## src/rtl/contador_pkg.sv

```systemverilog
// Shared constants, BCD digit type and helpers for the BCD timekeeping counters.
package contador_pkg;

  localparam int DIGIT_W = 32'd4;

  typedef logic [DIGIT_W-1:0] bcd_t;

  localparam bcd_t BCD_MAX = 4'd9;

  localparam int LIMIT_SEGUNDOS = 32'd60;
  localparam int LIMIT_MINUTOS  = 32'd60;
  localparam int LIMIT_HORAS    = 32'd24;
  localparam int LIMIT_LIVRE    = 32'd100;

  // True when the nibble is a legal decimal digit.
  function automatic logic bcd_valid(input bcd_t d);
    return (d <= BCD_MAX);
  endfunction

  // Binary value of a two-digit BCD pair; large enough for out-of-range nibbles too.
  function automatic logic [7:0] bcd_pair_value(input bcd_t tens, input bcd_t units);
    return ({4'd0, tens} * 8'd10) + {4'd0, units};
  endfunction

endpackage

```

## src/rtl/contador_digito.sv

```systemverilog
// One BCD digit: load has priority over a step, steps wrap between 0 and top_val.
module contador_digito
  import contador_pkg::*;
(
  input  logic clock,
  input  logic reset,
  input  logic enable,
  input  logic up_down,
  input  logic load,
  input  bcd_t load_val,
  input  bcd_t top_val,
  output bcd_t value,
  output logic terminal
);

  bcd_t value_r;
  bcd_t next_s;

  // Next digit value: load, else step in the selected direction, else hold.
  always_comb begin
    next_s = value_r;
    if (load) begin
      next_s = load_val;
    end else if (enable) begin
      if (up_down) begin
        if (value_r == top_val) begin
          next_s = 4'd0;
        end else begin
          next_s = value_r + 4'd1;
        end
      end else begin
        if (value_r == 4'd0) begin
          next_s = top_val;
        end else begin
          next_s = value_r - 4'd1;
        end
      end
    end else begin
      next_s = value_r;
    end
  end

  // Digit register, cleared asynchronously.
  always_ff @(posedge clock or negedge reset) begin
    if (!reset) begin
      value_r <= 4'd0;
    end else begin
      value_r <= next_s;
    end
  end

  // Terminal means the next step in this direction rolls the digit over.
  assign terminal = up_down ? (value_r == top_val) : (value_r == 4'd0);
  assign value    = value_r;

endmodule

```

## src/rtl/contador_bcd_modulo.sv

```systemverilog
// Two-digit BCD counter with total modulus LIMIT, validated load and a
// combinational carry/borrow so cascaded stages advance on the same edge.
module contador_bcd_modulo #(
  parameter int LIMIT   = 60,
  parameter int DIGIT_W = 4
) (
  input  logic               clock,
  input  logic               reset,
  input  logic               enable,
  input  logic               up_down,
  input  logic               load,
  input  logic [DIGIT_W-1:0] load_units,
  input  logic [DIGIT_W-1:0] load_tens,
  output logic [DIGIT_W-1:0] units,
  output logic [DIGIT_W-1:0] tens,
  output logic               carry,
  output logic               load_err
);

  import contador_pkg::*;

  // Last legal value LIMIT-1 split into digits at elaboration time.
  localparam bcd_t       UNITS_LAST = 4'((LIMIT - 1) % 10);
  localparam bcd_t       TENS_LAST  = 4'((LIMIT - 1) / 10);
  localparam logic [7:0] LIMIT_V    = 8'(LIMIT);

  bcd_t units_s;
  bcd_t tens_s;
  bcd_t units_val_s;
  bcd_t tens_val_s;
  logic units_term_s;
  logic tens_term_s;
  logic load_ok_s;
  logic count_s;
  logic at_last_s;
  logic at_zero_s;
  logic wrap_s;
  logic digit_load_s;
  logic load_err_r;

  assign load_ok_s = bcd_valid(load_tens) & bcd_valid(load_units) &
                     (bcd_pair_value(load_tens, load_units) < LIMIT_V);

  assign count_s   = enable & ~load;
  assign at_last_s = (units_s == UNITS_LAST) & (tens_s == TENS_LAST);
  assign at_zero_s = (units_s == 4'd0) & (tens_s == 4'd0);

  // Whole-count wrap is done by forcing both digits through their load path,
  // since LIMIT-1 need not end in 9 (e.g. 23 for hours).
  assign wrap_s       = count_s & (up_down ? at_last_s : at_zero_s);
  assign digit_load_s = (load & load_ok_s) | wrap_s;

  // Values forced into the digits: external load, or the wrap target.
  always_comb begin
    units_val_s = 4'd0;
    tens_val_s  = 4'd0;
    if (load) begin
      units_val_s = load_units;
      tens_val_s  = load_tens;
    end else if (up_down) begin
      units_val_s = 4'd0;
      tens_val_s  = 4'd0;
    end else begin
      units_val_s = UNITS_LAST;
      tens_val_s  = TENS_LAST;
    end
  end

  contador_digito u_units (
    .clock    (clock),
    .reset    (reset),
    .enable   (count_s),
    .up_down  (up_down),
    .load     (digit_load_s),
    .load_val (units_val_s),
    .top_val  (BCD_MAX),
    .value    (units_s),
    .terminal (units_term_s)
  );

  contador_digito u_tens (
    .clock    (clock),
    .reset    (reset),
    .enable   (count_s & units_term_s),
    .up_down  (up_down),
    .load     (digit_load_s),
    .load_val (tens_val_s),
    .top_val  (BCD_MAX),
    .value    (tens_s),
    .terminal (tens_term_s)
  );

  // Rejected-load flag, valid for the single cycle after the bad request.
  always_ff @(posedge clock or negedge reset) begin
    if (!reset) begin
      load_err_r <= 1'b0;
    end else if (load) begin
      load_err_r <= ~load_ok_s;
    end else begin
      load_err_r <= 1'b0;
    end
  end

  // The tens rollover is covered by the wrap override, so its terminal flag
  // only matters for cascading digits and is deliberately left unconnected here.
  logic unused_s;
  assign unused_s = tens_term_s;

  assign units    = units_s;
  assign tens     = tens_s;
  assign carry    = reset & wrap_s;
  assign load_err = load_err_r;

endmodule
```

## config.mk

```make
export PLATFORM = sky130hd
export DESIGN_NAME = contador_bcd_modulo
export DESIGN_NICKNAME = d
export VERILOG_FILES = /design/src/rtl/contador_pkg.sv /design/src/rtl/contador_digito.sv /design/src/rtl/contador_bcd_modulo.sv
export SDC_FILE = /design/constraint.sdc
export NUM_CORES = 1
export LEC_CHECK = 0
export ABC_AREA = 1
export BUFFER_PORTS_ARGS = -buffer_cell sky130_fd_sc_hd__buf_2
export CAP_MARGIN = 20
export CELL_PAD_IN_SITES_DETAIL_PLACEMENT = 1
export CELL_PAD_IN_SITES_GLOBAL_PLACEMENT = 1
export CORE_ASPECT_RATIO = 1.5
export CORE_UTILIZATION = 35
export DETAILED_ROUTE_END_ITERATION = 16
export PLACE_DENSITY = 0.79
export SLEW_MARGIN = 10
export SYNTH_ARGS = -nofsm -noshare
export SYNTH_HDL_FRONTEND = slang
export SYNTH_HIERARCHICAL = 1
export SYNTH_SLANG_ARGS = --single-unit
```

## constraint.sdc

```tcl
create_clock -name clock -period 2.2 [get_ports clock]
set_input_delay 0.11 -clock clock [delete_from_list [all_inputs] [get_ports clock]]
set_output_delay 0.11 -clock clock [all_outputs]
set_load 0.02 [all_outputs]
```

==> flow_summary_export.csv, run 1 <==
group,metric,value,unit
grt,grt_pass1_wl,8756,µm
logic_synthesis,synthCells,279,
cts,cts_inserted_buffers,3,
setup_path,worstSetupStartpointType,"input port",
sta,hold_ws,0.1987,ns
sta,rsz0062_at_grt,"yes",
drt,wire_per_inst,12.94,µm
finish,layout.cells.non_filler,381,
finish,fillers,626,
finish,final_util,48.78,%
finish,multi_input_area,1329,µm²
cts,root_buffer,"clkbuf_8",
setup_path,critPathMaxFanout,5,
drt,drt_iter0_drc,44,
drt,viasPerCell,4.822,
run_status,outcome,"complete, but fails checks",
run_status,violations,"negative setup slack",
setup_path,r2r_slack,0.30,ns
sta,post-route-period-util,103.0,%
sta,finalSetupViolCount,7,
sta,hold_viol,0,
cts,cts-htree-levels,1,
setup_path,endpoint_kind,"flop",
grt,grt_pass1_vias,2011,
die,start_util,36.75,%
finish,finalNetCount,361,
power_and_ir_drop,p_leak,0.001215,µW
min_path,hold_depth,3,
cts,numClockSinks,9,
logic_synthesis,avgSynthCellArea,5.592,µm²
cts,cts_buffer_depth,2,
power_and_ir_drop,p_total,1943,µW
min_path,hold_end,"load_err",
finish,seq_area,225.2,µm²
grt,antenna_found_initial,0,
flow_run,drv_cap,0,
power_and_ir_drop,vdd_drop_max,555.4,µV
power_and_ir_drop,power.density,938.4,nW/µm²
die,die_w,56.52,µm
setup_path,critPathKind,"in2reg",
logic_synthesis,syn-cell-area,1560,µm²
drt,num_vias,1837,
cts,cts_tree,"yes",
sta,period_needed,2.267,ns
setup_path,crit_arrival,2.39,ns
drt,routed_wl,4932,µm
sta,final_max_slew_viol_count,0,
setup_path,r2r-end,"u_tens/value[2]",
setup_path,r2r_start,"u_tens/value[0]",
finish,diodes,0,
placed_design,portBuffers,22,
finish,drive_gt1_share,28.66,%
die,rows,29,
setup_path,worst_r2r_path_depth,10,
setup_path,startpoint,"load_tens[1]",
logic_synthesis,ys_warn_count,6,
sta,finalClockSkew,0.001504,ns
finish,syn2layout_area_growth,32.72,%
drt,drc,0,
grt,gr-total-overflow,0,
sta,max_freq,0.4412,GHz
min_path,worstHoldStart,"load",
drt,firstDrtPassIters,4,
die,die-area,4735,µm²
cts,clk_pin_slew,0.05,ns
placed_design,dp_hpwl,3925,µm
die,io_pins,23,
die,coreArea,4245,µm²
drt,ant_nets,0,
die,die_y,83.78,µm
sta,finalWorstSetupSlack,-0.06678,ns
grt,grt_use_total,22.62,%
cts,insertion_delay,0.23,ns
placed_design,post-place-cells,372,
grt,grt_max_degree,14,
placed_design,gp_congestion,0.8185,
min_path,hold_path_class,"in2reg",
setup_path,cp.required,2.32,ns
-- layout by cell type, fill, tap and decap left out, types with 9 or more instances in the layout --
cell	n
nand3_1	23
dfrtp_1	9
nor2_1	13
buf_2	20
conb_1	24
nand2_2	13
inv_1	32
buf_4	11
inv_2	11
nand2_1	99
nor2_2	11
-- worst max path at each step --
stage / endpoint / slack (ns) / cells after the start
floorplan: u_units/value[0] / -0.02 / 14
global placement: u_units/value[3] / -0.28 / 15
detailed placement: u_units/value[3] / -0.41 / 15
CTS: u_units/value[1] / -0.002 / 17
global route: u_tens/value[2] / -0.18 / 17
finish: u_tens/value[2] / -0.07 / 17
-- timing repair --
action                                  in CTS  in global routing
pin swaps                                   16                 20
setup buffers                                2                  1
hold buffers                                 1                  0
gates resized for setup                     10                 23
endpoints found under the setup margin       8                  8
hold endpoints to repair                     9                  0
cloned                                       1                  0
-- critical path, cell delays in order --
cell and delay, ns:
buf_8 0.10, ha_4 0.24, ha_4 0.16, fa_2 0.56
nand2_2 0.06, nor2_1 0.10, nand2_1 0.07, nand2_2 0.07
nor2_2 0.05, nor2_2 0.09, nand4_1 0.19, nand2_4 0.24
inv_6 0.07, nor2_4 0.09, nor2_1 0.07, nand2_1 0.07
nand2_1 0.05
-- area by class of cell --
type                            instances  share of cell area [%]
Sequential cell                         9                   10.88
Multi-Input combinational cell        240                   64.17
Tap cell                               46                   2.779
Inverter                               48                   9.426
Clock buffer                            4                   2.175
Timing Repair Buffer                   34                   10.57
-- flip-flops by register name (all words and copies together) (netlist names) --
register,cells
u_tens/value,4
u_units/value,4
load_err,1
-- where the power goes --
group          leakage (µW)  switching, µW  total, µW  internal [µW]
registers          0.000114            147        378            231
clock network     0.0000228           72.1        199            127
logic               0.00108            845       1370            521
-- per-stage QoR --
step | worst slack [ns] | TNS, ns | area [µm²]
finish | -0.06678 | -0.1725 | 2071
global route | -0.1813 | -1.033 | 2071
CTS | -0.002342 | -0.002342 | 1986
detailed placement | -0.4064 | -3.091 | 1879
global placement | -0.2818 | -2.153 | 1879
floorplan | -0.01963 | -0.05279 | 1700
-- routing by layer --
layer	track usage (%)	share of wire [%]	vias to the layer above
met1	23.61	39	846
met3	2.481	2.4	14
met5	0	0	-
li1	-	-	946
met2	45.13	56	31
met4	6.652	2.6	0
(Power assumes the default switching activity.)
==> run 2: changes to the inputs <==
==> constraint.sdc (replaced) <==
create_clock -name clock -period 2.2 [get_ports clock]
set_input_delay 0.11 -clock clock [delete_from_list [all_inputs] [get_ports clock]]
set_output_delay 0.11 -clock clock [all_outputs]
set_load 0.05 [all_outputs]
==> flow_summary_export.csv, run 2 (synthesis gave the netlist of run 1 again) <==
group,metric,value,unit
cts,cts_inserted_buffers,3,
finish,drive_gt1_share,25.96,%
setup_path,worstSetupStartpointType,"input port",
flow_run,drv_cap,0,
die,rows,29,
grt,grt_max_degree,14,
sta,period_needed,2.218,ns
die,die-area,4735,µm²
power_and_ir_drop,p_leak,0.001233,µW
die,start_util,36.75,%
placed_design,gp_congestion,0.8024,
placed_design,portBuffers,22,
grt,grt_pass1_wl,8211,µm
finish,most-common-layout-cells,"nand2_1 (102), inv_1 (33), conb_1 (24)",
grt,grt_use_total,21.06,%
cts,clk_pin_slew,0.05,ns
sta,finalWorstSetupSlack,-0.01786,ns
drt,firstDrtPassIters,4,
setup_path,critPathSlowestCell,"fa_2",
cts,cts-htree-levels,1,
die,coreArea,4245,µm²
cts,cts_buffer_depth,2,
drt,wire_per_inst,12.32,µm
drt,drc,0,
die,die_w,56.52,µm
finish,syn2layout_area_growth,31.52,%
die,die_y,83.78,µm
cts,numClockSinks,9,
drt,ant_nets,0,
power_and_ir_drop,power.density,1010,nW/µm²
grt,grt_pass1_vias,1913,
min_path,hold_path_class,"in2reg",
setup_path,critPathMaxStageDelay,0.55,ns
drt,m1WireLength,1996,µm
setup_path,endpoint_kind,"flop",
setup_path,cpLargestDelayFamily,"simple AND/OR/NAND/NOR gates",
run_status,outcome,"complete, but fails checks",
grt,gr-total-overflow,0,
finish,final_util,48.33,%
sta,post-route-period-util,100.8,%
finish,diodes,0,
setup_path,crit_arrival,2.33,ns
setup_path,critPathMaxFanout,5,
grt,antenna_found_initial,0,
drt,met2_length,2616,µm
drt,num_vias,1832,
sta,rsz0062_at_grt,"yes",
drt,highest_layer,"met4",
setup_path,path_cells,"buf_8, ha_4, ha_4, fa_2, nand2_2, nor2_1, nand2_1, nand2_1, nor2_1, nor2_1, nand4_1, nand2_4, inv_6, nor2_4, nor2_1, nand2_1, nand2_1",
drt,routed_wl,4742,µm
sta,tns,-0.04053,ns
placed_design,dp_hpwl,3818,µm
cts,cts_tree,"yes",
power_and_ir_drop,vdd_drop_max,746.7,µV
setup_path,critPathKind,"in2reg",
setup_path,cp.required,2.32,ns
sta,finalSetupViolCount,6,
sta,hold_viol,0,
drt,viasPerCell,4.758,
sta,max_freq,0.4509,GHz
finish,final_common_cell,"nand2_1",
drt,dr_wl_met3,113,µm
run_status,violations,"negative setup slack",
cts,root_buffer,"clkbuf_8",
cts,insertion_delay,0.23,ns
finish,fillers,637,
sta,finalClockSkew,0.001219,ns
die,io_pins,23,
drt,drt_iter0_drc,39,
setup_path,critPathBufInv,2,
finish,finalNetCount,365,
sta,final_max_slew_viol_count,0,
run 2: changes by cell type in the layout (fill, tap and decap cells not counted), moves of 2 or more:
cell,change
nand2_4,-2
nand2_1,+3
a22oi_2,-2
a22oi_1,+2
nor2_2,-3
a21oi_2,-2
a21oi_1,+2
nor2_1,+4
buf_4,+3
run 2: timing repair:
| action | CTS | global route |
|---|---|---|
| hold buffers | 1 | 0 |
| hold endpoints to repair | 9 | 0 |
| resized for setup | 6 | 11 |
| pin swaps | 14 | 10 |
| gates cloned | 1 | 0 |
| endpoints found under the setup margin | 8 | 8 |
| setup buffers | 3 | 1 |
run 2: final cells by class:
class,count,area (µm²),share of cell area (%)
clock buffer,4,45.04,2.195
inverter,48,192.7,9.390
tap,46,57.56,2.805
timing repair buffer,38,252.7,12.32
sequential,9,225.2,10.98
multi-input combinational,240,1279,62.32
run 2: through the flow:
stage	hold slack (ns)	instance area [µm²]	cells	setup slack [ns]	total power, µW
finish	0.2013	2052	385	-0.01786	2072
global route	0.2163	2052	385	-0.1315	2286
CTS	0.2002	2006	384	-0.0009976	2057
detailed placement	-0.01598	1902	375	-0.3699	1847
global placement	-0.01794	1902	375	-0.2683	1806
floorplan	-0.1856	1700	301	-0.008097	1497
run 2: worst paths after layout:
path                       cells past startpoint  slack, ns               end        startpoint
hold / removal                                 3       0.20          load_err              load
min in group asynchronous                      2       0.28   u_tens/value[3]             reset
setup / recovery                              17      -0.02  u_units/value[2]      load_tens[3]
hold reg to reg                                3       0.64   u_tens/value[1]   u_tens/value[1]
max in group asynchronous                      2       1.72  u_units/value[3]             reset
setup reg to reg                              10       0.33   u_tens/value[1]  u_units/value[1]
run 2: routing by layer:
| layer | track usage [%] | up-vias |
|---|---|---|
| met5 | 0 | - |
| met4 | 1.996 | 0 |
| met3 | 2.016 | 2 |
| met2 | 42.57 | 31 |
| met1 | 23.47 | 844 |
| li1 | - | 955 |
run 2: report_power, final:
part           leakage (µW)  switching, µW  internal [µW]  total [µW]
sequential         0.000114           90.7            232         323
clock             0.0000228           63.2            126         189
combinational       0.00110           1030            534        1560
run 2: tightest hold or removal path, delay by kind of cell:
kind	cells	cell delay [ns]
and+or+nand+nor	1	0.08
buffers and inverters	2	0.20
==> run 3: changes to the inputs <==
--- a/config.mk
+++ b/config.mk
@@ -11,9 +11,11 @@
 export CELL_PAD_IN_SITES_DETAIL_PLACEMENT = 1
 export CELL_PAD_IN_SITES_GLOBAL_PLACEMENT = 1
 export CORE_ASPECT_RATIO = 1.5
+export CORE_MARGIN = 5
 export CORE_UTILIZATION = 35
 export DETAILED_ROUTE_END_ITERATION = 16
 export PLACE_DENSITY = 0.79
+export SETUP_SLACK_MARGIN = 0.2
 export SLEW_MARGIN = 10
 export SYNTH_ARGS = -nofsm -noshare
 export SYNTH_HDL_FRONTEND = slang
==> flow_summary_export.csv, run 3 (synthesis gave the netlist of run 1 again) <==
group,metric,value,unit
sta,final_max_slew_viol_count,0,
setup_path,critPathMaxFanout,5,
sta,max_freq,0.4337,GHz
setup_path,critPathSlowestCell,"fa_2",
placed_design,portBuffers,22,
power_and_ir_drop,switching_share,57.74,%
power_and_ir_drop,p_total,2194,µW
die,io_pins,23,
drt,drc,0,
grt,grt_pass1_wl,9239,µm
setup_path,critPathKind,"in2reg",
finish,finalNetCount,375,
placed_design,placed_area,1894,µm²
power_and_ir_drop,p_leak,0.001288,µW
power_and_ir_drop,pwr-share-seq,17.0,%
cts,numClockSinks,9,
grt,gr-total-overflow,0,
sta,hold_viol,0,
min_path,worstHoldStart,"load",
cts,cts-htree-levels,1,
sta,finalWorstSetupSlack,-0.1055,ns
setup_path,r2r_start,"u_units/value[1]",
finish,finalInstanceArea,2215,µm²
grt,grt_max_degree,14,
die,die_w,64.52,µm
drt,ant_nets,0,
min_path,hold_end,"load_err",
placed_design,dp_hpwl,3869,µm
sta,post-route-period-util,104.8,%
drt,routed_wl,5882,µm
sta,finalSetupViolCount,9,
cts,insertion_delay,0.24,ns
finish,diodes,0,
setup_path,endpoint_kind,"flop",
setup_path,r2r-end,"u_tens/value[1]",
setup_path,critPathBufInv,2,
finish,final_common_cell,"nand2_1",
die,die-area,5921,µm²
power_and_ir_drop,internal_power,927.3,µW
die,rows,29,
grt,antenna_found_initial,0,
grt,grt_use_total,19.40,%
drt,num_vias,1987,
flow_run,drv_cap,0,
run_status,violations,"negative setup slack",
grt,grt_pass1_vias,2067,
sta,rsz0062_at_grt,"yes",
placed_design,gp_congestion,0.7790,
setup_path,r2r_slack,0.16,ns
cts,cts_buffer_depth,2,
power_and_ir_drop,vdd_drop_max,355.6,µV
finish,layout.cells.non_filler,395,
cts,cts_inserted_buffers,3,
drt,drt_iter0_drc,54,
power_and_ir_drop,comb_power_share,74.0,%
die,start_util,36.44,%
setup_path,worst_r2r_path_depth,10,
setup_path,path_cells,"buf_8, ha_4, ha_4, fa_2, nand2_2, nor2_1, nand2_1, nand2_2, nor2_2, nor2_2, nand4_1, nand2_4, inv_4, nor2_1, nor2_1, nand2_1, nand2_1",
power_and_ir_drop,p_switching,1267,µW
setup_path,critPathMaxStageDelay,0.55,ns
drt,firstDrtPassIters,4,
drt,viasPerCell,5.030,
setup_path,crit_arrival,2.43,ns
drt,wire_per_inst,14.89,µm
power_and_ir_drop,power.density,990.8,nW/µm²
die,die_y,91.78,µm
setup_path,worstSetupStartpointType,"input port",
finish,final_util,51.72,%
min_path,hold_path_class,"in2reg",
placed_design,post-place-cells,374,
die,coreArea,4282,µm²
min_path,hold_depth,3,
setup_path,cpLargestDelayFamily,"simple AND/OR/NAND/NOR gates",
power_and_ir_drop,pwr-share-clk,9.1,%
sta,finalClockSkew,0.003784,ns
cts,root_buffer,"clkbuf_8",
cts,clk_pin_slew,0.05,ns
setup_path,cp.required,2.33,ns
sta,period_needed,2.306,ns
finish,most-common-layout-cells,"nand2_1 (100), inv_1 (31), conb_1 (24)",
cts,cts_tree,"yes",
finish,drive_gt1_share,32.66,%
run_status,outcome,"complete, but fails checks",
finish,syn2layout_area_growth,41.94,%
-- run 3: cell types whose count changed in the layout (fill, tap and decap cells not counted), sizes merged --
cell    before  now
clkbuf       4    5
buf         37   46
-- run 3: worst max path at each step --
stage	depth (start not counted)	start	slack [ns]	end
detailed placement	17	load_tens[1]	-0.36	u_units/value[2]
finish	17	load_tens[1]	-0.11	u_units/value[1]
global route	17	load_tens[1]	-0.21	u_units/value[1]
floorplan	16	load_tens[1]	-0.008	u_units/value[0]
global placement	17	load_tens[1]	-0.29	u_units/value[2]
CTS	17	load_tens[1]	0.03	u_units/value[1]
-- run 3: metal layers --
metal / GRT usage (%) / share of wire (%) / vias up
met2: 37.33 / 56 / 46
li1: - / - / 976
met3: 3.545 / 4.0 / 17
met1: 19.57 / 36 / 948
met4: 8.995 / 4.0 / 0
met5: 0 / 0 / -
-- run 3: worst reg2reg max path, cell delays in order (launching register included) --
cell     delay, ns
dfrtp_1       0.51
inv_2         0.10
ha_1          0.26
nand2_2       0.12
nor2_4        0.04
o21a_1        0.18
and3_1        0.27
nor2_4        0.25
nor2_2        0.08
nand2_1       0.07
nand2_1       0.05
-- run 3: stage by stage --
step                hold WS, ns  worst slack [ns]  setup TNS (ns)
detailed placement    -0.004025           -0.3571          -2.575
floorplan               -0.1856         -0.008097        -0.01910
CTS                      0.2253           0.03145               0
global placement      -0.008048           -0.2898          -2.107
global route             0.2355           -0.2054          -1.381
finish                   0.2226           -0.1055         -0.5578
-- run 3: final cells by class --
cell class / count / area [µm²]
Inverter: 48 / 190.2
Timing Repair Buffer: 48 / 360.3
Multi-Input combinational cell: 240 / 1335
Fill cell: 620 / 2067
Clock buffer: 4 / 45.04
Sequential cell: 9 / 226.5
Tap cell: 46 / 57.56
-- run 3: power by group through the flow --
stage                     sequential, µW  combinational (µW)  clock (µW)
after detailed placement             370                1460           0
after global placement               364                1430           0
after floorplan                      558                 938           0
after CTS                            370                1530         201
final                                372                1620         200
after global routing                 387                1800         215
-- run 3: repair_timing --
item | CTS | global route
gates cloned | 1 | 0
endpoints found under the hold margin | 9 | 0
gates resized for setup | 16 | 25
pin swaps | 10 | 9
hold buffers | 1 | 0
endpoints found under the setup margin | 8 | 10
setup buffers | 10 | 5
